`config.mk`:
```
export PLATFORM = sky130hd
export DESIGN_NAME = fetch_stage_flat
export DESIGN_NICKNAME = d
export VERILOG_FILES = /design/src/rtl/fetch_stage_if.sv /design/src/rtl/fetch_stage.sv /design/src/flat_wrapper.sv
export SDC_FILE = /design/constraint.sdc
export NUM_CORES = 1
export LEC_CHECK = 0
export BUFFER_PORTS_ARGS = -buffer_cell sky130_fd_sc_hd__buf_2
export CAP_MARGIN = 10
export CORE_MARGIN = 2
export CORE_UTILIZATION = 59
export DETAILED_ROUTE_END_ITERATION = 6
export PLACE_DENSITY = 0.95
export SLEW_MARGIN = 40
export SYNTH_ARGS = -nofsm -noshare
export SYNTH_HDL_FRONTEND = slang
export SYNTH_SLANG_ARGS = --single-unit
export TNS_END_PERCENT = 1
```
`constraint.sdc`:
```
create_clock -name clock -period 2.6 [get_ports clock]
set_input_delay 0.26 -clock clock [delete_from_list [all_inputs] [get_ports clock]]
set_output_delay 0.26 -clock clock [all_outputs]
set_load 0.05 [all_outputs]
```
`src/rtl/fetch_stage_if.sv`:
```
// Fetch stage bundle: stall/redirect control from decode, imem request/response,
// and the registered instruction handed to decode.
interface fetch_stage_if;
  logic        w_stall;
  logic        w_redirect;
  logic [31:0] w_redirect_pc_32;
  logic [31:0] w_imem_addr_32;
  logic        w_imem_rd;
  logic [31:0] w_imem_data_32;
  logic [31:0] w_instr_out_32;
  logic [31:0] w_pc_out_32;
  logic        w_valid;

  modport master (
    input  w_stall, w_redirect, w_redirect_pc_32, w_imem_data_32,
    output w_imem_addr_32, w_imem_rd, w_instr_out_32, w_pc_out_32, w_valid
  );

  modport slave (
    output w_stall, w_redirect, w_redirect_pc_32, w_imem_data_32,
    input  w_imem_addr_32, w_imem_rd, w_instr_out_32, w_pc_out_32, w_valid
  );
endinterface

```
`src/rtl/fetch_stage.sv`:
```
// Instruction fetch: 2-cycle issue-to-output, one instr/cycle; redirect wins over stall.
// Stall freezes outputs and parks the in-flight word in a one-entry skid.
module fetch_stage #(
  parameter logic [31:0] PC_RESET = 32'h80020000
) (
  input  logic           clock,
  input  logic           reset,
  fetch_stage_if.master  bus
);

  typedef enum logic [1:0] {
    FETCH  = 2'd0,
    HOLD   = 2'd1,
    SQUASH = 2'd2
  } state_t;

  state_t      r_state;
  state_t      w_state_nxt;
  logic        w_issue;
  logic [31:0] w_target;

  logic [31:0] r_pc;
  logic        r_inflight;
  logic [31:0] r_tag;
  logic        r_skid_full;
  logic [31:0] r_skid_instr;
  logic [31:0] r_skid_pc;
  logic [31:0] r_out_instr;
  logic [31:0] r_out_pc;
  logic        r_out_valid;

  assign w_target = bus.w_redirect_pc_32 & 32'hFFFF_FFFC;

  // A parked skid word must drain to the output before a new request goes out.
  always_comb begin
    w_state_nxt = r_state;
    w_issue     = 1'b0;
    if (bus.w_redirect) begin
      w_state_nxt = SQUASH;
    end else if (bus.w_stall) begin
      w_state_nxt = HOLD;
    end else begin
      w_state_nxt = FETCH;
      case (r_state)
        FETCH, SQUASH: w_issue = 1'b1;
        HOLD:          w_issue = !r_skid_full;
        default:       w_issue = 1'b0;
      endcase
    end
  end

  always_ff @(posedge clock) begin
    if (reset) begin
      r_state <= FETCH;
    end else begin
      r_state <= w_state_nxt;
    end
  end

  always_ff @(posedge clock) begin
    if (reset) begin
      r_pc         <= PC_RESET;
      r_inflight   <= 1'b0;
      r_tag        <= '0;
      r_skid_full  <= 1'b0;
      r_skid_instr <= '0;
      r_skid_pc    <= '0;
      r_out_instr  <= '0;
      r_out_pc     <= '0;
      r_out_valid  <= 1'b0;
    end else if (bus.w_redirect) begin
      r_pc        <= w_target;
      r_inflight  <= 1'b0;
      r_skid_full <= 1'b0;
      r_out_instr <= '0;
      r_out_valid <= 1'b0;
    end else if (bus.w_stall) begin
      if (r_inflight) begin
        r_skid_instr <= bus.w_imem_data_32;
        r_skid_pc    <= r_tag;
        r_skid_full  <= 1'b1;
      end
      r_inflight <= 1'b0;
    end else begin
      if (r_skid_full) begin
        r_out_instr <= r_skid_instr;
        r_out_pc    <= r_skid_pc;
        r_out_valid <= 1'b1;
        r_skid_full <= 1'b0;
      end else if (r_inflight) begin
        r_out_instr <= bus.w_imem_data_32;
        r_out_pc    <= r_tag;
        r_out_valid <= 1'b1;
      end else begin
        r_out_instr <= '0;
        r_out_valid <= 1'b0;
      end
      r_inflight <= w_issue;
      if (w_issue) begin
        r_tag <= r_pc;
        r_pc  <= r_pc + 32'd4;
      end
    end
  end

  assign bus.w_imem_addr_32 = r_pc;
  assign bus.w_imem_rd      = w_issue & ~reset;
  assign bus.w_instr_out_32 = r_out_instr;
  assign bus.w_pc_out_32    = r_out_pc;
  assign bus.w_valid        = r_out_valid;

endmodule

```
`src/flat_wrapper.sv`:
```
// flat-port wrapper written by rule: the top's interface ports become plain ports
module fetch_stage_flat 
#(
  parameter logic [31:0] PC_RESET = 32'h80020000
)
  (clock, reset, bus_w_stall, bus_w_redirect, bus_w_redirect_pc_32, bus_w_imem_data_32, bus_w_imem_addr_32, bus_w_imem_rd, bus_w_instr_out_32, bus_w_pc_out_32, bus_w_valid);
  fetch_stage_if bus_i ();
  input  logic clock;
  input  logic reset;
  input wire logic [$bits(bus_i.w_stall)-1:0] bus_w_stall;
  input wire logic [$bits(bus_i.w_redirect)-1:0] bus_w_redirect;
  input wire logic [$bits(bus_i.w_redirect_pc_32)-1:0] bus_w_redirect_pc_32;
  input wire logic [$bits(bus_i.w_imem_data_32)-1:0] bus_w_imem_data_32;
  output wire logic [$bits(bus_i.w_imem_addr_32)-1:0] bus_w_imem_addr_32;
  output wire logic [$bits(bus_i.w_imem_rd)-1:0] bus_w_imem_rd;
  output wire logic [$bits(bus_i.w_instr_out_32)-1:0] bus_w_instr_out_32;
  output wire logic [$bits(bus_i.w_pc_out_32)-1:0] bus_w_pc_out_32;
  output wire logic [$bits(bus_i.w_valid)-1:0] bus_w_valid;
  assign bus_i.w_stall = bus_w_stall;
  assign bus_i.w_redirect = bus_w_redirect;
  assign bus_i.w_redirect_pc_32 = bus_w_redirect_pc_32;
  assign bus_i.w_imem_data_32 = bus_w_imem_data_32;
  assign bus_w_imem_addr_32 = bus_i.w_imem_addr_32;
  assign bus_w_imem_rd = bus_i.w_imem_rd;
  assign bus_w_instr_out_32 = bus_i.w_instr_out_32;
  assign bus_w_pc_out_32 = bus_i.w_pc_out_32;
  assign bus_w_valid = bus_i.w_valid;
  fetch_stage #(.PC_RESET(PC_RESET)) u_core (.clock(clock), .reset(reset), .bus(bus_i));
endmodule
```
* Word level (Yosys, flattened, before mapping)
Index checks and enable logic that the tools add are counted.
** Storage, ports and cells
- Bits in read-only memories :: 0
- Memories :: 0
- Input bits :: 68
- Bits in latches :: 0
- Bits in registers :: 197
- Output and inout port bits :: 98
- Word-level logic and storage cells :: 47
- Memory bits (writable) :: 0
** Cells by class
- Reduce and logical (&&, ||, !) cells :: 13
- Bitwise operators :: 4
- Multiplexer cells :: 14
- Divide/modulo/power cells :: 0
- Order comparisons :: 0
- Equal/unequal tests :: 3
- Multipliers :: 0
- Shifts and indexed selects :: 0
- Add/subtract/negate cells :: 1
** Operator list (count)
- 32-bit 2-to-1 mux :: 7
- 32-bit by 3-bit adder with 32-bit output, second input constant :: 1
- 3-bit AND reduction :: 3
- 3-bit OR reduction :: 2
- 1-bit 2-to-1 mux :: 5
- 2-bit AND reduction :: 2
- 2-bit nonzero test :: 2
- 2-bit OR reduction :: 2
- 1-bit NOT :: 3
- 2-bit by 1-bit == test with 1-bit output, second input constant :: 1
- 2-bit == test, second input constant :: 1
- 2-bit logical NOT :: 1
- 2-bit 2-to-1 mux :: 1
- 2-bit by 1-bit inequality test with 1-bit output, second input constant :: 1
- 1-bit one-hot mux with 2 select lines :: 1
- 1-bit AND :: 1
- 1-bit logical NOT :: 1

* Depth between registers and ports, before layout
Gate-level depths: netlist of the first run.
- Depth after elaboration :: 8
- Gate-level depth with buffers :: 7
- Gate-level depth less buffers :: 5

* Worst setup path after synthesis of the first run
No wires, ideal clock.
- Path type :: input to output
- Start :: input port bus_w_redirect
- End :: output port bus_w_imem_rd
- Buffers on the path :: 3
- Data required time :: 2340 ps
- Arrival :: 2148 ps
- Stages :: 5
- Setup slack :: 192 ps
- Cell sequence :: buf_2 -> or2_1 -> clkbuf_1 -> clkbuf_1 -> nor3_1
** On the way
- Cells in the longest elaborated chain, start to end :: 2
** RTL lines
- from (decl) :: line flat_wrapper.sv:11 : input wire logic [$bits(bus_i.w_redirect)-1:0] bus_w_redirect;
- 1-bit 2-to-1 mux :: line fetch_stage.sv:38 : if (bus.w_redirect) begin
- 1-bit AND :: line fetch_stage.sv:107 : assign bus.w_imem_rd = w_issue & ~reset;
- to (decl) :: line flat_wrapper.sv:15 : output wire logic [$bits(bus_i.w_imem_rd)-1:0] bus_w_imem_rd;
No other way between the ends.

* Worst setup path in the final report of the first run
- Start :: register u_core.r_pc[6], in the netlist u_core.bus.w_imem_addr_32[6]
- End :: register u_core.r_pc[18], in the netlist u_core.bus.w_imem_addr_32[18]
** On the way
- Cells in the longest elaborated chain, start to end :: 4
** RTL lines
- from (decl) :: line fetch_stage.sv:22 : logic [31:0] r_pc;
- from (signal assigned) :: line fetch_stage.sv:72 : r_pc <= w_target;
- from (signal assigned) :: line fetch_stage.sv:101 : r_pc <= r_pc + 32'd4;
- 32-bit by 3-bit adder with 32-bit output :: line fetch_stage.sv:101
- 32-bit 2-to-1 mux :: line fetch_stage.sv:99 : if (w_issue) begin
- 32-bit 2-to-1 mux :: line fetch_stage.sv:77 : end else if (bus.w_stall) begin
- 32-bit 2-to-1 mux :: line fetch_stage.sv:71 : end else if (bus.w_redirect) begin
No other way between the ends. The select of a mux whose other input is x is not followed.
A chain may end at the register's enable or synchronous reset.

==> results.py, run 1 <==
metrics = {
    "cts": {
        "cts_tree": "built",
        "cts_root_buffer": "clkbuf_16",
        "cts_resized": 0,
        "postCtsHoldBufs": 0,
        "cts_buffers": 17,
        "cts_setup_buffers": 0,
        "h-tree-depth": 4,
        "clkSinkCount": 189,
        "clockBufferDepth": 2,
        "clk_pin_slew_ns": 0.07,
        "clkLatencyLatePin_ns": 0.44,
    },
    "route": {
        "route.vias.total": 7552,
        "ant_nets": 0,
        "detail_route.wl_per_cell_um": 18.0,
        "wl_um": 22100,
        "drc": 4,
        "drt_iter0_drc": 971,
        "drt-vias-per-instance": 6.16,
        "drtPass1Iterations": 7,
    },
    "die": {
        "rows": 42,
        "die_x_um": 120,
        "die_y_um": 120,
        "die-area_um2": 14400,
        "core-area_um2": 13200,
        "io_pins": 166,
        "start_util_pct": 60.2,
    },
    "min_path": {
        "min_to": "u_core.bus.w_imem_addr_32[17]",
        "hold_depth": 2,
        "holdCritStartpoint": "bus_w_redirect_pc_32[17]",
        "hold_class": "primary input to flip-flop",
    },
    "status": {
        "status": "finished, violations left",
        "violations": "design-rule violations",
    },
    "synthesis": {
        "yosysMostFrequentCell": "dfxtp_1",
        "yosys_warnings": 0,
        "synth_ff_type": "dfxtp_1",
        "synth_seq_cells": 189,
        "synth_top_area_cell": "dfxtp_1",
        "yosys-top-cells-area": "dfxtp_1, mux2i_1, nand2_1",
        "syn_area_per_cell_um2": 8.65,
        "synth_top_area_share_pct": 47.6,
        "synth.distinct_cells": 54,
        "ys_async_sr_fraction_pct": 0,
        "syn_area_um2": 7940,
        "synth_edf_count": 0,
        "synth_commonest_cells": "dfxtp_1, nand2_1, nor2_1",
        "synth-seq-area-share_pct": 47.6,
        "synthCells": 918,
    },
    "critical_path": {
        "r2r-end": "u_core.bus.w_imem_addr_32[18]",
        "worst_ep_required_time_ns": 2.93,
        "cp_slowest_cell": "or4_1",
        "r2r_start": "u_core.bus.w_imem_addr_32[6]",
        "worstPathArrival_ns": 2.62,
        "r2r.worst_path.cells": 4,
        "reg2reg_setup_slack_ns": 0.31,
        "path_max_fanout": 14,
        "start_kind": "flip-flop",
        "critPathCaptureType": "flip-flop",
        "crit_type": "flip-flop to flip-flop",
        "path_cells": "and4_1, nand4_4, or4_1, a311oi_1",
        "slowest_delay_ns": 0.59,
    },
    "finish": {
        "layout-drive-gt1-share_pct": 20.7,
        "syn2layout_area_growth_pct": 18.1,
        "final_net_count": 1101,
        "final_core_util_pct": 71.1,
    },
    "timing": {
        "hold_viol": 0,
        "tns_ns": 0,
        "fin_skew_ns": 0.00753,
        "max_freq_ghz": 0.437,
        "final_max_slew_viol_count": 0,
        "tightest_slew_ns": 0.772,
        "rsz0062_at_grt": "no",
        "setup_viol": 0,
        "slew_headroom_pct": 48.5,
        "fin_crit_ns": 2.29,
        "post-route-period-util_pct": 88.1,
    },
    "flow_run": {
        "maxCapViolCount": 0,
    },
    "global_routing": {
        "grt_usage_pct": 30.2,
        "antenna_found_initial": 4,
        "grt-ovfl-total": 0,
        "grt_pass1_vias": 6884,
        "grt_pass1_wl_um": 34900,
        "grt_max_degree": 109,
    },
    "power": {
        "worst_ir_drop_vdd_v": 0.000361,
        "power_density_nw_per_um2": 689,
        "p_leak_nw": 3.50,
        "fin_total_pwr_mw": 6.47,
    },
    "place": {
        "port_buffers": 159,
        "place.gp.congestion": 0.919,
        "hpwl_um": 13800,
    },
}
cells by family (layout without fill, tap and decap cells):
logic type | count (synthesis) | in the layout | synth area share (%)
multiplexers | 60 | 60 | 7.56
AND/OR/NAND/NOR | 384 | 384 | 23.1
adder cells (fa/ha/maj) | 1 | 1 | 0.157
buffers and inverters | 85 | 209 | 4.96
other | 1 | 8 | 0.0472
XOR/XNOR | 7 | 7 | 0.772
AO/OA/AOI/OAI | 191 | 191 | 15.8
flip-flops | 189 | 189 | 47.6
sequential cells by signal (all words and copies together), names as in the netlist:
register,cells
u_core.r_tag,30
u_core.bus.w_valid,1
u_core.r_state,2
u_core.bus.w_instr_out_32,32
u_core.bus.w_pc_out_32,30
u_core.bus.w_imem_addr_32,30
u_core.r_inflight,1
u_core.r_skid_full,1
u_core.r_skid_pc,30
u_core.r_skid_instr,32
metal layers:
metal / routed length (µm) / track usage, %
met5: 0 / 0
met4: 775 / 12.4
met3: 1930 / 7.46
met2: 10600 / 48.7
met1: 8760 / 38.9
critical path: cells and delay by family, from the launching register on:
kind	cells	cell delay, ns
flip-flops	1	0.51
AND/OR/NAND/NOR	3	1.37
AO/OA/AOI/OAI	1	0.30
stage by stage:
stage / hold slack (ns) / instances / setup slack, ns / instance area, µm²
2_1_floorplan: 0.369 / 921 / 0.192 / 7960
6_report: 0.0482 / 1225 / 0.310 / 9380
3_5_place_dp: 0.446 / 1189 / 0.472 / 8760
3_3_place_gp: 0.441 / 1189 / 0.577 / 8750
4_1_cts: 0.0463 / 1221 / 0.363 / 9370
5_1_grt: 0.0654 / 1224 / 0.266 / 9380
layout by cell type (no fill, tap or decap), types with 5 or more instances in the layout:
cell type / netlist / routed
a221oi_1: 22 / 22
nand3_1: 16 / 15
nor2b_1: 24 / 24
a211oi_1: 37 / 37
buf_4: 6 / 10
o31ai_1: 10 / 10
and4_1: 5 / 5
nand4_1: 12 / 12
nor2_1: 100 / 100
clkbuf_16: 0 / 17
a311oi_1: 15 / 15
or3_1: 6 / 6
buf_2: 7 / 158
nor3_1: 28 / 26
nand3b_1: 11 / 11
o21ai_0: 8 / 8
mux2i_1: 60 / 60
a21oi_1: 86 / 86
nand2_1: 147 / 147
dfxtp_1: 189 / 188
inv_1: 5 / 5
or4_1: 12 / 12
final cells by class:
type | count | area, µm²
timing repair buffer | 172 | 937
tap | 176 | 220
antenna | 4 | 10.0
clock buffer | 19 | 453
multi-input combinational | 647 | 3790
sequential | 189 | 3790
fill | 896 | 3810
clock inverter | 13 | 161
inverter | 5 | 18.8
worst max-delay path by stage:
| stage | cells after the start | start | to | slack (ns) |
|---|---|---|---|---|
| 6_report | 4 | u_core.bus.w_imem_addr_32[6] | u_core.bus.w_imem_addr_32[18] | 0.31 |
| 5_1_grt | 4 | u_core.bus.w_imem_addr_32[6] | u_core.bus.w_imem_addr_32[18] | 0.27 |
| 4_1_cts | 4 | u_core.bus.w_imem_addr_32[6] | u_core.bus.w_imem_addr_32[18] | 0.36 |
| 3_5_place_dp | 4 | u_core.bus.w_imem_addr_32[6] | u_core.bus.w_imem_addr_32[18] | 0.47 |
| 3_3_place_gp | 4 | u_core.bus.w_imem_addr_32[6] | u_core.bus.w_imem_addr_32[20] | 0.58 |
| 2_1_floorplan | 5 | bus_w_redirect | bus_w_imem_rd | 0.19 |
where the power goes:
part           total, mW  internal [mW]  switching (mW)
logic              0.673          0.199           0.475
clock network       2.70           1.57            1.13
registers           3.09           2.98           0.113
total               6.47           4.75            1.72
No activity file was read; power rests on OpenSTA's default activity.
==> run 2, diff against run 1 <==
Settings changed: CORE_UTILIZATION 59 to 49, PLACE_DENSITY 0.95 to 0.87.
Clock period 2.6 ns to 1.98 ns, I/O delays scaled along.
==> run 2 against run 1 <==
Effect of this change:
- the flow now finishes without violations
- flip-flop and latch count unchanged
- register-to-register slack got worse by 0.28 ns
- maximum frequency is 17% higher
- worst setup slack got worse by 0.28 ns
- via count shrank 1.5%
- clock skew shrank 0.0022 ns
- sequential power is 30% higher
- power is 27% higher
- worst hold slack lost 0.028 ns
- clock power grew 19%
- largest cell class unchanged
- largest power group unchanged
- highest routed layer unchanged
==> results.py, run 2 (same netlist as run 1, synthesis figures left out) <==
metrics = {
    "critical_path": {
        "start_kind": "flip-flop",
        "path_max_fanout": 6,
        "r2r.worst_path.cells": 4,
        "worstPathArrival_ns": 2.26,
        "critPathCaptureType": "flip-flop",
        "worst_ep_required_time_ns": 2.29,
        "crit_type": "flip-flop to flip-flop",
    },
    "timing": {
        "setup_viol": 0,
        "fin_skew_ns": 0.00537,
        "post-route-period-util_pct": 98.6,
        "slew_headroom_pct": 54.5,
        "max_freq_ghz": 0.512,
        "hold_viol": 0,
        "whs_ns": 0.0204,
        "rsz0062_at_grt": "yes",
        "tightest_slew_ns": 0.682,
        "final_max_slew_viol_count": 0,
        "setup_ws_ns": 0.0287,
        "fin_crit_ns": 1.95,
    },
    "route": {
        "detail_route.wl_per_cell_um": 16.6,
        "drt-vias-per-instance": 5.73,
        "route.vias.total": 7437,
        "drc": 0,
        "ant_nets": 0,
        "drt_iter0_drc": 730,
        "drtPass1Iterations": 5,
        "wl_um": 21500,
    },
    "place": {
        "placed_area_um2": 9060,
        "place_ws_ns": -0.0187,
        "place.gp.congestion": 0.902,
        "hpwl_um": 14500,
        "port_buffers": 159,
    },
    "finish": {
        "final_net_count": 1135,
        "layout-drive-gt1-share_pct": 23.6,
        "mostFrequentLayoutCell": "dfxtp_1",
        "fillerInstances": 1316,
        "final_cell_mix": "dfxtp_1, buf_2, nand2_1",
        "stdcell_area_um2": 9670,
        "syn2layout_area_growth_pct": 21.8,
        "register_area_um2": 3790,
        "multiInputGateArea_um2": 3820,
    },
    "cts": {
        "clkLatencyLatePin_ns": 0.43,
        "clkSinkCount": 189,
        "clk_pin_slew_ns": 0.07,
        "cts_buffers": 17,
        "clockBufferDepth": 2,
        "cts_root_buffer": "clkbuf_16",
        "cts_tree": "built",
        "h-tree-depth": 4,
        "cts_setup_buffers": 0,
    },
    "flow_run": {
        "maxCapViolCount": 0,
    },
    "power": {
        "power_density_nw_per_um2": 849,
        "worst_ir_drop_vdd_v": 0.000590,
        "fin_total_pwr_mw": 8.21,
        "p_leak_nw": 3.64,
    },
    "min_path": {
        "hold_depth": 3,
        "hold_class": "primary input to flip-flop",
    },
    "die": {
        "die_x_um": 131,
        "die-area_um2": 17200,
        "rows": 46,
        "core-area_um2": 15900,
        "die_y_um": 131,
        "io_pins": 166,
        "start_util_pct": 50.0,
    },
    "global_routing": {
        "grt_usage_pct": 24.5,
        "grt-ovfl-total": 0,
        "grt_pass1_wl_um": 34600,
        "antenna_found_initial": 2,
        "grt_pass1_vias": 6930,
        "grt_max_degree": 63,
    },
    "status": {
        "status": "finished clean",
    },
}
-- run 2: changes by cell type in the layout (fill, tap and decap cells not counted), sizes merged --
| cell | change |
|---|---|
| clkbuf | +4 |
| dlygate4sd3 | +2 |
| diode | -1 |
| buf | +32 |
| clkinv | -2 |
| inv | -1 |
| bufinv | -3 |
| clkinvlp | +1 |
-- run 2: metal layers --
metal	vias to the layer above	track usage (%)	wire (µm)
met4	0	9.72	597
met3	58	6.33	1530
met1	3516	31.4	9310
met2	313	39.5	10100
li1	3550	-	-
met5	-	0	0
-- run 2: final timing paths --
check / startpoint / end / slack (ns)
setup / recovery: u_core.bus.w_imem_addr_32[4] / u_core.bus.w_imem_addr_32[25] / 0.03
hold / removal: bus_w_imem_data_32[21] / u_core.r_skid_instr[21] / 0.02
setup reg to reg: u_core.bus.w_imem_addr_32[4] / u_core.bus.w_imem_addr_32[25] / 0.03
hold reg to reg: u_core.r_skid_instr[23] / u_core.r_skid_instr[23] / 0.45
-- run 2: worst max-delay path: stages, from the launching register on --
cell      delay, ns
dfxtp_1        0.37
and4b_1        0.35
nand3_1        0.23
or4_1          0.53
a311oi_1       0.36
-- run 2: cell type report --
cell class	instances	share of cell area, %
well taps	216	2.79
inverters	5	0.194
clock buffers	23	5.16
clock inverters	8	0.582
multi-input cells	647	39.5
flip-flops and latches	189	39.2
repair buffers	206	12.5
diodes	3	0.0776
-- run 2: what timing repair did --
| action | 4_1_cts | 5_1_grt |
|---|---|---|
| endpoints found under the hold margin | 1 | 1 |
| setup endpoints to repair | 1 | 37 |
| hold buffers | 1 | 1 |
| pin swaps | 0 | 0 |
| resized for setup | 2 | 7 |
-- run 2: stage by stage --
stage	utilization, %	TNS [ns]	instances
after floorplan	-	-1.47	921
after global placement	57.0	0	1261
after detailed placement	57.0	-0.0187	1261
after CTS	60.6	0	1293
after global routing	60.9	-0.105	1295
final	60.9	0	1297
-- run 2: report_power, final --
part / switching (mW) / leakage [nW] / total [mW] / internal, mW
combinational: 0.687 / 1.83 / 0.997 / 0.310
clock: 1.43 / 0.271 / 3.21 / 1.78
sequential: 0.0939 / 1.54 / 4.01 / 3.91
==> run 3, diff against run 2 <==
Settings changed: ABC_AREA set to 1, CORE_UTILIZATION 49 to 40, HOLD_SLACK_MARGIN set to 0.1, PLACE_DENSITY 0.87 to 0.75.
==> run 3 against run 2 <==
Effect of this change:
- utilization fell by 9.4 points
- synthesized area barely moved
- register-to-register slack improved by 0.19 ns
- via count rose by 4.0%
- synthesized cell count rose by 16%
- worst setup slack improved by 0.058 ns
- sequential share of layout area fell by 1.4 points
- clock skew rose by 0.0032 ns
- critical path depth rose by 1
- non-clock buffer count rose by 17
- design area rose by 3.6%
- largest cell class is now flip-flops and latches
==> results.py, run 3 <==
metrics = {
    "power": {
        "p_comb_share_pct": 11.7,
        "power.switching_mw": 2.30,
        "worst_ir_drop_vdd_v": 0.000603,
        "seq_power_share_pct": 48.5,
        "p_int_mw": 6.00,
        "p_leak_nw": 4.44,
        "swShare_pct": 27.7,
        "clkPwrFrac_pct": 39.8,
        "power_density_nw_per_um2": 828,
    },
    "die": {
        "die_y_um": 145,
        "core-area_um2": 19500,
        "rows": 51,
        "start_util_pct": 40.8,
        "die_x_um": 145,
        "die-area_um2": 21000,
        "io_pins": 166,
    },
    "global_routing": {
        "antenna_found_initial": 0,
        "grt_pass1_vias": 7206,
        "grt_pass1_wl_um": 36300,
        "grt_max_degree": 78,
        "grt_usage_pct": 21.0,
        "grt-ovfl-total": 0,
    },
    "critical_path": {
        "worstPathArrival_ns": 1.70,
        "worst_ep_required_time_ns": 1.78,
        "start_kind": "flip-flop",
        "critPathCaptureType": "output port",
        "path_max_fanout": 38,
        "crit_type": "flip-flop to output port",
    },
    "finish": {
        "fin_cells": 1512,
        "final_net_count": 1303,
        "mostFrequentLayoutCell": "dfxtp_1",
        "syn2layout_area_growth_pct": 26.2,
        "fillerInstances": 1829,
        "layout-drive-gt1-share_pct": 19.2,
        "final_cell_mix": "dfxtp_1, o21ai_0, buf_2",
        "stdcell_area_um2": 10000,
        "antenna_cells": 0,
    },
    "timing": {
        "max_freq_ghz": 0.528,
        "post-route-period-util_pct": 95.6,
        "setup_ws_ns": 0.0863,
        "tns_ns": 0,
        "rsz0062_at_grt": "no",
        "setup_viol": 0,
        "whs_ns": 0.124,
        "fin_skew_ns": 0.00861,
        "slew_headroom_pct": 63.5,
        "fin_crit_ns": 1.89,
        "hold_viol": 0,
        "final_max_slew_viol_count": 0,
        "tightest_slew_ns": 0.548,
    },
    "synthesis": {
        "ys_async_sr_fraction_pct": 0,
        "synth-seq-area-share_pct": 47.6,
        "syn_area_um2": 7950,
        "synth_top_area_share_pct": 47.6,
        "synthCells": 1063,
        "synth_ff_type": "dfxtp_1",
        "yosys-top-cells-area": "dfxtp_1, o21ai_0, a21oi_1",
        "synth_seq_cells": 189,
        "synth_commonest_cells": "dfxtp_1, o21ai_0, nor2_1",
        "synth_edf_count": 0,
        "synth_top_area_cell": "dfxtp_1",
        "synth.distinct_cells": 40,
        "yosys_warnings": 0,
        "syn_area_per_cell_um2": 7.47,
        "yosysMostFrequentCell": "dfxtp_1",
    },
    "cts": {
        "cts_tree": "built",
        "cts_buffers": 17,
        "clk_pin_slew_ns": 0.07,
        "clkSinkCount": 189,
        "cts_root_buffer": "clkbuf_16",
        "clkLatencyLatePin_ns": 0.43,
        "h-tree-depth": 4,
        "clockBufferDepth": 2,
    },
    "place": {
        "place_ws_ns": 0.241,
        "port_buffers": 159,
        "placed_area_um2": 8980,
        "place.gp.congestion": 0.844,
        "hpwl_um": 14300,
        "place_inst": 1432,
    },
    "route": {
        "ant_nets": 0,
        "route.vias.total": 7736,
        "drt-vias-per-instance": 5.12,
        "drtPass1Iterations": 5,
        "drt_iter0_drc": 757,
        "wl_um": 22100,
        "detail_route.wl_per_cell_um": 14.6,
        "drc": 0,
    },
    "min_path": {
        "hold_class": "primary input to flip-flop",
    },
    "flow_run": {
        "maxCapViolCount": 0,
    },
    "status": {
        "status": "finished clean",
    },
}
[run 3: critical path: stages, from the launching register on]
cell and delay, ns:
dfxtp_4 0.44, o21ai_4 0.23, nand3_4 0.11, buf_12 0.17
nor2_1 0.09, buf_4 0.20
[run 3: cell type report]
cell class | instances | area (µm²) | share of cell area (%)
Clock inverter | 14 | 136 | 1.36
Multi-Input combinational cell | 702 | 3480 | 34.7
Sequential cell | 189 | 3790 | 37.8
Clock buffer | 18 | 429 | 4.28
Inverter | 101 | 379 | 3.78
Timing Repair Buffer | 223 | 1480 | 14.8
Tap cell | 265 | 332 | 3.31
[run 3: worst paths after layout]
kind	slack (ns)	to	cells past startpoint	start
setup / recovery	0.09	bus_w_imem_rd	5	u_core.r_skid_full
hold / removal	0.12	u_core.bus.w_imem_addr_32[10]	3	bus_w_redirect_pc_32[10]
setup reg to reg	0.22	u_core.bus.w_imem_addr_32[28]	12	u_core.bus.w_imem_addr_32[2]
hold reg to reg	0.45	u_core.bus.w_instr_out_32[25]	2	u_core.bus.w_instr_out_32[25]
[run 3: what timing repair did]
item / CTS / global route
setup buffers: 1 / 0
endpoints found under the hold margin: 77 / 0
setup endpoints to repair: 1 / 0
gates resized for setup: 1 / 0
hold buffers: 47 / 0
[run 3: layer usage]
metal / track usage [%] / up-vias / routed length, µm
met2: 31.5 / 294 / 9750
met3: 4.50 / 54 / 1420
met5: 0 / - / 0
met4: 9.16 / 0 / 666
met1: 29.1 / 3517 / 10200
li1: - / 3871 / -
[run 3: cell families after synthesis]
kind of cell / count (synthesis) / share of synthesized area (%)
AO/OA/AOI/OAI: 351 / 23.9
flip-flops: 189 / 47.6
AND/OR/NAND/NOR: 343 / 19.0
buffers and inverters: 175 / 8.94
adder cells (fa/ha/maj): 1 / 0.157
XOR/XNOR: 3 / 0.331
other: 1 / 0.0472
[run 3: metrics by stage]
stage / total power, mW / utilization [%]
floorplan: 4.71 / -
global placement: 4.98 / 46.1
detailed placement: 4.99 / 46.1
CTS: 8.35 / 51.5
global route: 8.63 / 51.5
finish: 8.30 / 51.5
[run 3: power by group through the flow]
stage                     Combinational (mW)  Sequential [mW]  Clock (mW)
after detailed placement               0.881             4.11           0
after CTS                              0.960             4.02        3.37
after global routing                    1.06             4.04        3.54
after floorplan                        0.416             4.29           0
after global placement                 0.869             4.11           0
final                                  0.968             4.03        3.30
